==> config.mk <==
export PLATFORM = sky130hd
export DESIGN_NAME = ww_arith_seq
export DESIGN_NICKNAME = d
export VERILOG_FILES = /design/src/rtl/ww_arith_seq.sv
export SDC_FILE = /design/constraint.sdc
export NUM_CORES = 1
export LEC_CHECK = 0
export CAP_MARGIN = 30
export CORE_MARGIN = 5
export CORE_UTILIZATION = 46
export DETAILED_ROUTE_END_ITERATION = 16
export PLACE_DENSITY = 0.7
export SETUP_SLACK_MARGIN = 0.1
export SYNTH_ARGS = -nofsm -noshare
export SYNTH_HDL_FRONTEND = slang
export SYNTH_SLANG_ARGS = --single-unit
==> constraint.sdc <==
create_clock -name clk -period 2.2 [get_ports clk]
set_input_delay 0.44 -clock clk [delete_from_list [all_inputs] [get_ports clk]]
set_output_delay 0.44 -clock clk [all_outputs]
set_load 0.01 [all_outputs]
==> src/rtl/ww_arith_seq.sv <==
// Whirlwind arithmetic element step sequencer: turns decoded SL/SR/MR/MH/DV
// orders into one-cycle datapath control pulses and a completion/alarm report.
module ww_arith_seq #(
  parameter int MUL_STEPS = 15,
  parameter int DIV_STEPS = 16,
  parameter int CNT_W     = 6
) (
  input  logic             clk,
  input  logic             reset,
  input  logic             start,
  input  logic [2:0]       op,
  input  logic [CNT_W-1:0] count,
  input  logic             stop,
  input  logic             div_ovf,
  output logic             busy,
  output logic             shl,
  output logic             shr,
  output logic             mul_add,
  output logic             div_step,
  output logic             rnd,
  output logic             sign_prep,
  output logic             sign_fix,
  output logic             done,
  output logic             alarm
);

  typedef enum logic [2:0] {
    S_IDLE  = 3'd0,
    S_SHIFT = 3'd1,
    S_ADD   = 3'd2,
    S_PREP  = 3'd3,
    S_ROUND = 3'd4,
    S_FIX   = 3'd5,
    S_DONE  = 3'd6
  } state_t;

  localparam logic [2:0] OP_SL = 3'd0;
  localparam logic [2:0] OP_SR = 3'd1;
  localparam logic [2:0] OP_MR = 3'd2;
  localparam logic [2:0] OP_MH = 3'd3;
  localparam logic [2:0] OP_DV = 3'd4;

  localparam logic [CNT_W-1:0] CNT_ZERO = '0;
  localparam logic [CNT_W-1:0] CNT_ONE  = CNT_W'(1);
  localparam logic [CNT_W-1:0] CNT_MUL  = CNT_W'(MUL_STEPS);
  localparam logic [CNT_W-1:0] CNT_DIV  = CNT_W'(DIV_STEPS);

  state_t           state_r;
  logic [2:0]       op_r;
  logic [CNT_W-1:0] cnt_r;

  // State names the pulse being driven in the current cycle; cnt_r holds the
  // shifts or iterations still owed after that pulse.
  always_ff @(posedge clk or posedge reset) begin
    if (reset) begin
      state_r   <= S_IDLE;
      op_r      <= OP_SL;
      cnt_r     <= CNT_ZERO;
      busy      <= 1'b0;
      shl       <= 1'b0;
      shr       <= 1'b0;
      mul_add   <= 1'b0;
      div_step  <= 1'b0;
      rnd       <= 1'b0;
      sign_prep <= 1'b0;
      sign_fix  <= 1'b0;
      done      <= 1'b0;
      alarm     <= 1'b0;
    end else begin
      busy      <= 1'b1;
      shl       <= 1'b0;
      shr       <= 1'b0;
      mul_add   <= 1'b0;
      div_step  <= 1'b0;
      rnd       <= 1'b0;
      sign_prep <= 1'b0;
      sign_fix  <= 1'b0;
      done      <= 1'b0;
      alarm     <= 1'b0;
      if (stop && (state_r != S_IDLE)) begin
        state_r <= S_IDLE;
        busy    <= 1'b0;
      end else begin
        case (state_r)
          S_IDLE: begin
            if (start && !stop) begin
              op_r <= op;
              case (op)
                OP_SL: begin
                  if (count == CNT_ZERO) begin
                    state_r <= S_DONE;
                    done    <= 1'b1;
                  end else begin
                    state_r <= S_SHIFT;
                    shl     <= 1'b1;
                    cnt_r   <= count - CNT_ONE;
                  end
                end
                OP_SR: begin
                  if (count == CNT_ZERO) begin
                    state_r <= S_ROUND;
                    rnd     <= 1'b1;
                  end else begin
                    state_r <= S_SHIFT;
                    shr     <= 1'b1;
                    cnt_r   <= count - CNT_ONE;
                  end
                end
                OP_MR, OP_MH: begin
                  state_r   <= S_PREP;
                  sign_prep <= 1'b1;
                  cnt_r     <= CNT_MUL;
                end
                OP_DV: begin
                  state_r   <= S_PREP;
                  sign_prep <= 1'b1;
                  cnt_r     <= CNT_DIV;
                end
                default: begin
                  state_r <= S_DONE;
                  done    <= 1'b1;
                  alarm   <= 1'b1;
                end
              endcase
            end else begin
              state_r <= S_IDLE;
              busy    <= 1'b0;
            end
          end
          S_SHIFT: begin
            if ((op_r == OP_SL) || (op_r == OP_SR)) begin
              if (cnt_r == CNT_ZERO) begin
                if (op_r == OP_SL) begin
                  state_r <= S_DONE;
                  done    <= 1'b1;
                end else begin
                  state_r <= S_ROUND;
                  rnd     <= 1'b1;
                end
              end else begin
                state_r <= S_SHIFT;
                shl     <= (op_r == OP_SL);
                shr     <= (op_r == OP_SR);
                cnt_r   <= cnt_r - CNT_ONE;
              end
            end else if (cnt_r == CNT_ZERO) begin
              case (op_r)
                OP_MR: begin
                  state_r <= S_ROUND;
                  rnd     <= 1'b1;
                end
                default: begin
                  state_r  <= S_FIX;
                  sign_fix <= 1'b1;
                end
              endcase
            end else begin
              state_r  <= S_ADD;
              mul_add  <= (op_r != OP_DV);
              div_step <= (op_r == OP_DV);
            end
          end
          S_ADD: begin
            // Second half of an iteration: multiply shifts right, divide left.
            state_r <= S_SHIFT;
            shl     <= (op_r == OP_DV);
            shr     <= (op_r != OP_DV);
            if (cnt_r != CNT_ZERO) begin
              cnt_r <= cnt_r - CNT_ONE;
            end else begin
              cnt_r <= CNT_ZERO;
            end
          end
          S_PREP: begin
            if ((op_r == OP_DV) && div_ovf) begin
              state_r <= S_DONE;
              done    <= 1'b1;
              alarm   <= 1'b1;
            end else begin
              state_r  <= S_ADD;
              mul_add  <= (op_r != OP_DV);
              div_step <= (op_r == OP_DV);
            end
          end
          S_ROUND: begin
            if (op_r == OP_MR) begin
              state_r  <= S_FIX;
              sign_fix <= 1'b1;
            end else begin
              state_r <= S_DONE;
              done    <= 1'b1;
            end
          end
          S_FIX: begin
            state_r <= S_DONE;
            done    <= 1'b1;
          end
          S_DONE: begin
            state_r <= S_IDLE;
            busy    <= 1'b0;
          end
          default: begin
            state_r <= S_IDLE;
            busy    <= 1'b0;
          end
        endcase
      end
    end
  end

endmodule
# Word-level counts from Yosys, hierarchy flattened
# Index checks and enable logic that the tools add are counted.
# word_totals
regBits	22
inputBits	14
out_inout_bits	10
word_cells	132
# op_classes
n_addsub	2
eq_ne	18
n_mux	77
bitwise	1
reduce_logical	21
# op_table
operator	count
$mux W1	48
$pmux W6 S3	2
$mux W6	5
$mux W3	8
$pmux W3 S6	1
$eq A3 B2 Y1 const B	5
$pmux W1 S2	7
$eq A3 B3 Y1 const B	4
$logic_not A6 Y1	2
$sub A6 B1 Y6 const B	2
$reduce_or A5 Y1	2
$eq A3 B1 Y1 const B	3
$logic_not A3 Y1	3
$pmux W3 S3	1
$reduce_and A7 Y1	1
$ne A2 B2 Y1 const B	3
$ne A3 B3 Y1 const B	2
$pmux W1 S3	2
$reduce_bool A3 Y1	2
$reduce_bool A6 Y1	1
$pmux W1 S5	1
$mux W2	2
$ne A4 B2 Y1 const B	1
$reduce_or A2 Y1	2
other kinds (7)	9

# Longest topological paths before layout
# depth
depth_word	6
depth_mapped	7
depth_no_buf	7

# Least setup slack after synthesis
# Ideal clock, no wire load.
# synth_path
kind	register -> register
start	register cnt_r[0]
end	register rnd
setup_time_ns	0.111
t_arrival_ns	1.889
required_ns	2.089
slack_ns	0.199
stages_incl_launch_ff	8
synth_period_minus_slack_ns	2.001
cell_sequence	dfrtp_1 inv_1 ha_1 nor3b_4 nand2_1 or2_1 o32a_1 a2111oi_2
# synth_between
elab_chain_cells	5
elab_cells_between_ends	6
# synth_rtl
element	line	rtl
start, declared	50	logic [CNT_W-1:0] cnt_r;
start signal, assigned	96	cnt_r <= count - CNT_ONE;
start signal, assigned	106	cnt_r <= count - CNT_ONE;
start signal, assigned	144	cnt_r <= cnt_r - CNT_ONE;
$logic_not A6 Y1 *	132, 146	
$mux W1, on equally long branches	146, 132	
$mux W1 *	131	if ((op_r == OP_SL) || (op_r == OP_SR)) begin
$pmux W1 S2 *	84	case (state_r)
$mux W1 *	80	if (stop && (state_r != S_IDLE)) begin
end signal, assigned	75	rnd <= 1'b0;
end signal, assigned	138	rnd <= 1'b1;
end signal, assigned	150	rnd <= 1'b1;
end, declared	20	output logic rnd,
# Every way passes the cells marked *; elsewhere a longest branch is shown, timed or not.
# A chain may end at the register's enable or synchronous reset.

# Worst setup path in the final report
# layout_path
start	input count[1]
end	register cnt_r[0]
# layout_between
elab_chain_cells	3
# layout_rtl
element	line	rtl
start, declared	12	input logic [CNT_W-1:0] count,
$logic_not A6 Y1	90, 100	
$ne A3 B3 Y1 (no line)	n/a	
$reduce_and A7 Y1 (no line)	n/a	
# Every way passes these cells.

==> impl_metrics.env <==
export IMPL_power_switching_share_pct=44.1
export IMPL_grt_max_degree=23
export IMPL_p_sw_mw=1.05
export IMPL_end_kind="register"
export IMPL_fp_coreArea_um2=3280
export IMPL_grt_pass1_wl_um=7130
export IMPL_numCtsBuffers=3
export IMPL_path_max_fanout=4
export IMPL_irDropWorstVdd_mv=0.503
export IMPL_area_delta_synth_final_pct=35.4
export IMPL_grt_setup_unrepaired="yes"
export IMPL_clock_path_buffers=2
export IMPL_p_leak_nw=0.904
export IMPL_drive_above_1_share_pct=18.7
export IMPL_clk_pin_slew_worst_paths_ns=0.12
export IMPL_yosys_area_top_type="dfrtp_1"
export IMPL_dr_pass1_iters=5
export IMPL_first_global_vias=1637
export IMPL_finalSetupViolCount=0
export IMPL_hold_viol=0
export IMPL_maxCapViolCount=0
export IMPL_syn_instance_count=187
export IMPL_status="completed"
export IMPL_cp_cell_sequence="clkdlybuf4s50_1 > inv_1 > ha_1 > nor2b_1 > a31o_2 > a211oi_4 > mux2_2"
export IMPL_stdcell_area_um2=2090
export IMPL_nFillCells=273
export IMPL_place_ws_ns=-0.357
export IMPL_ys_seq_elements=22
export IMPL_antenna_left=0
export IMPL_netlist_area_um2=1540
export IMPL_dieArea_um2=4610
export IMPL_synth_warnings=0
export IMPL_fmax_ghz=0.494
export IMPL_io_buffers=23
export IMPL_worst_pin_slew_ns=0.473
export IMPL_vias_per_cell=5.91
export IMPL_layout_nets=253
export IMPL_power_density_nw_per_um2=1140
export IMPL_startpoint_type="input port"
export IMPL_crit_slowest_cell="clkdlybuf4s50_1"
export IMPL_timing_final_max_slew_violations=0
export IMPL_ios=24
export IMPL_placementRows=21
export IMPL_critPathBufInv=2
export IMPL_drc=0
export IMPL_pwr_share_seq_pct=29.5
export IMPL_clockPowerShare_pct=9.4
export IMPL_fin_crit_ns=2.02
export IMPL_synth_async_reset_ratio_pct=100
export IMPL_cpPeakStageDelay_ns=0.48
export IMPL_totalWireLength_um=4230
export IMPL_combPwrFrac_pct=61.1
export IMPL_antenna_found_initial=0
export IMPL_p_int_mw=1.33
export IMPL_final_cell_mix="buf_4 (29), dfrtp_1 (22), clkdlybuf4s50_1 (22)"
export IMPL_period_share_pct=92.0
export IMPL_finClkSkew_ns=0.00536
export IMPL_postSynthAreaPerCell_um2=8.25
export IMPL_final_util_pct=63.6
export IMPL_yosysSeqAreaShare_pct=35.7
export IMPL_synth_top_area_share_pct=35.7
export IMPL_via_count=1662
export IMPL_initial_utilization_pct=47.0
export IMPL_post_dp_hpwl_um=3250
export IMPL_synth_top_cells_by_area="dfrtp_1 (36%), nand2_1 (5.4%), nor2_1 (4.6%)"
export IMPL_wl_per_cell_um=15.1
export IMPL_die_height_um=67.9
export IMPL_cpLargestDelayFamily="compound AO/OA/AOI/OAI gates"
export IMPL_syn_nets=204
export IMPL_die_w_um=67.9
export IMPL_postCtsHoldBufs=0
export IMPL_cts_tree="yes"
export IMPL_worstPathArrival_ns=2.23
export IMPL_overflow=0
export IMPL_worst_endpoint_required_ns=2.40
export IMPL_gp_congestion=0.903
export IMPL_num_antenna_cells=0
export IMPL_synth_flop_cell="dfrtp_1"
export IMPL_gr_usage_all_layers_pct=20.2
export IMPL_max_slew_margin_pct=68.4
export IMPL_htreeDepth=1
export IMPL_crit_type="input port to register"
export IMPL_worstHoldPathType="input port to async pin"
export IMPL_root_buffer="clkbuf_4"
export IMPL_ys_types=52
export IMPL_setup_ws_ns=0.176
export IMPL_insertion_delay_ns=0.31
export IMPL_clock_sinks=22
export IMPL_mostFrequentLayoutCell="buf_4"
export IMPL_synth_edff_count=0
export IMPL_place_area_um2=2010
export IMPL_drt_iter0_markers=133
[kinds of logic (layout without fill, tap and decap cells)]
group,count (synthesis),in the layout,synth area share [%]
AND/OR/NAND/NOR,79,79,26.4
buffers and inverters,16,64,4.38
AO/OA/AOI/OAI,61,61,27.4
XOR/XNOR,4,4,2.27
multiplexers,2,2,1.38
adder cells (fa/ha/maj),3,3,2.43
flip-flops,22,22,35.7
[state kept, by name (all words and copies together), names as in the netlist]
signal,cells
state_r,3
busy,1
shl,1
alarm,1
mul_add,1
op_r,3
div_step,1
rnd,1
sign_fix,1
shr,1
sign_prep,1
done,1
cnt_r,6
[synthesized netlist by cell type (all sizes together) (2+ instances only)]
cell type / n
a21boi: 3
a21o: 3
a21oi: 12
a221oi: 2
a31oi: 4
and3: 2
buf: 2
clkbuf: 7
dfrtp: 22
ha: 3
inv: 7
nand2: 22
nand2b: 8
nand3: 5
nand3b: 2
nand4b: 2
nor2: 19
nor2b: 2
nor3: 6
nor3b: 3
nor4: 2
o21a: 2
o21ai: 14
o22ai: 2
o31a: 2
or3: 2
xnor2: 4
[through the flow]
step	TNS (ns)	power [mW]	instances	hold WS, ns
after floorplan	0	1.53	187	0.429
after global placement	-1.44	2.02	276	0.547
after detailed placement	-2.07	2.05	276	0.559
after CTS	0	2.30	280	0.462
after global routing	0	2.55	281	0.477
final	0	2.37	281	0.453
[area by class of cell]
class / instances / area [um2] / area share (%)
clock buffer: 4 / 36.3 / 1.74
inverter: 7 / 26.3 / 1.26
multi-input combinational: 149 / 960 / 46.0
sequential: 22 / 551 / 26.4
tap: 46 / 57.6 / 2.76
timing repair buffer: 53 / 458 / 21.9
[worst min-delay path: stages]
cell,delay [ns]
clkdlybuf4s50_1,0.40
inv_1,0.05
buf_4,0.27
[power groups by stage]
stage	clock [mW]	sequential (mW)	combinational, mW
3_3_place_gp	0	0.687	1.34
2_1_floorplan	0	0.660	0.867
4_1_cts	0.229	0.687	1.38
3_5_place_dp	0	0.695	1.36
5_1_grt	0.250	0.715	1.59
6_report	0.223	0.700	1.45
[metal layers]
layer | share of wire (%) | wire [um] | GRT usage [%] | vias to the layer above
met4 | 1.7 | 73 | 8.93 | 0
met1 | 41 | 1730 | 24.0 | 760
met2 | 48 | 2030 | 34.6 | 108
met3 | 9.5 | 401 | 4.43 | 12
li1 | - | - | - | 782
met5 | 0 | 0 | 0 | -
[worst paths after layout]
check,startpoint,end,slack (ns),cells after the start
setup reg to reg,cnt_r[0],rnd,0.18,7
hold reg to reg,cnt_r[4],cnt_r[4],0.60,1
max in group asynchronous,reset,busy,1.54,3
hold / removal,reset,state_r[1],0.45,3
min in group clk,cnt_r[4],cnt_r[4],0.60,1
setup / recovery,count[1],cnt_r[0],0.18,7
[repair_timing]
item                       4_1_cts  5_1_grt
buffers inserted                 0        1
resized for setup                2        7
pin swaps                        1        3
setup endpoints to repair        3        3
Power figures use the tool's default switching activity.
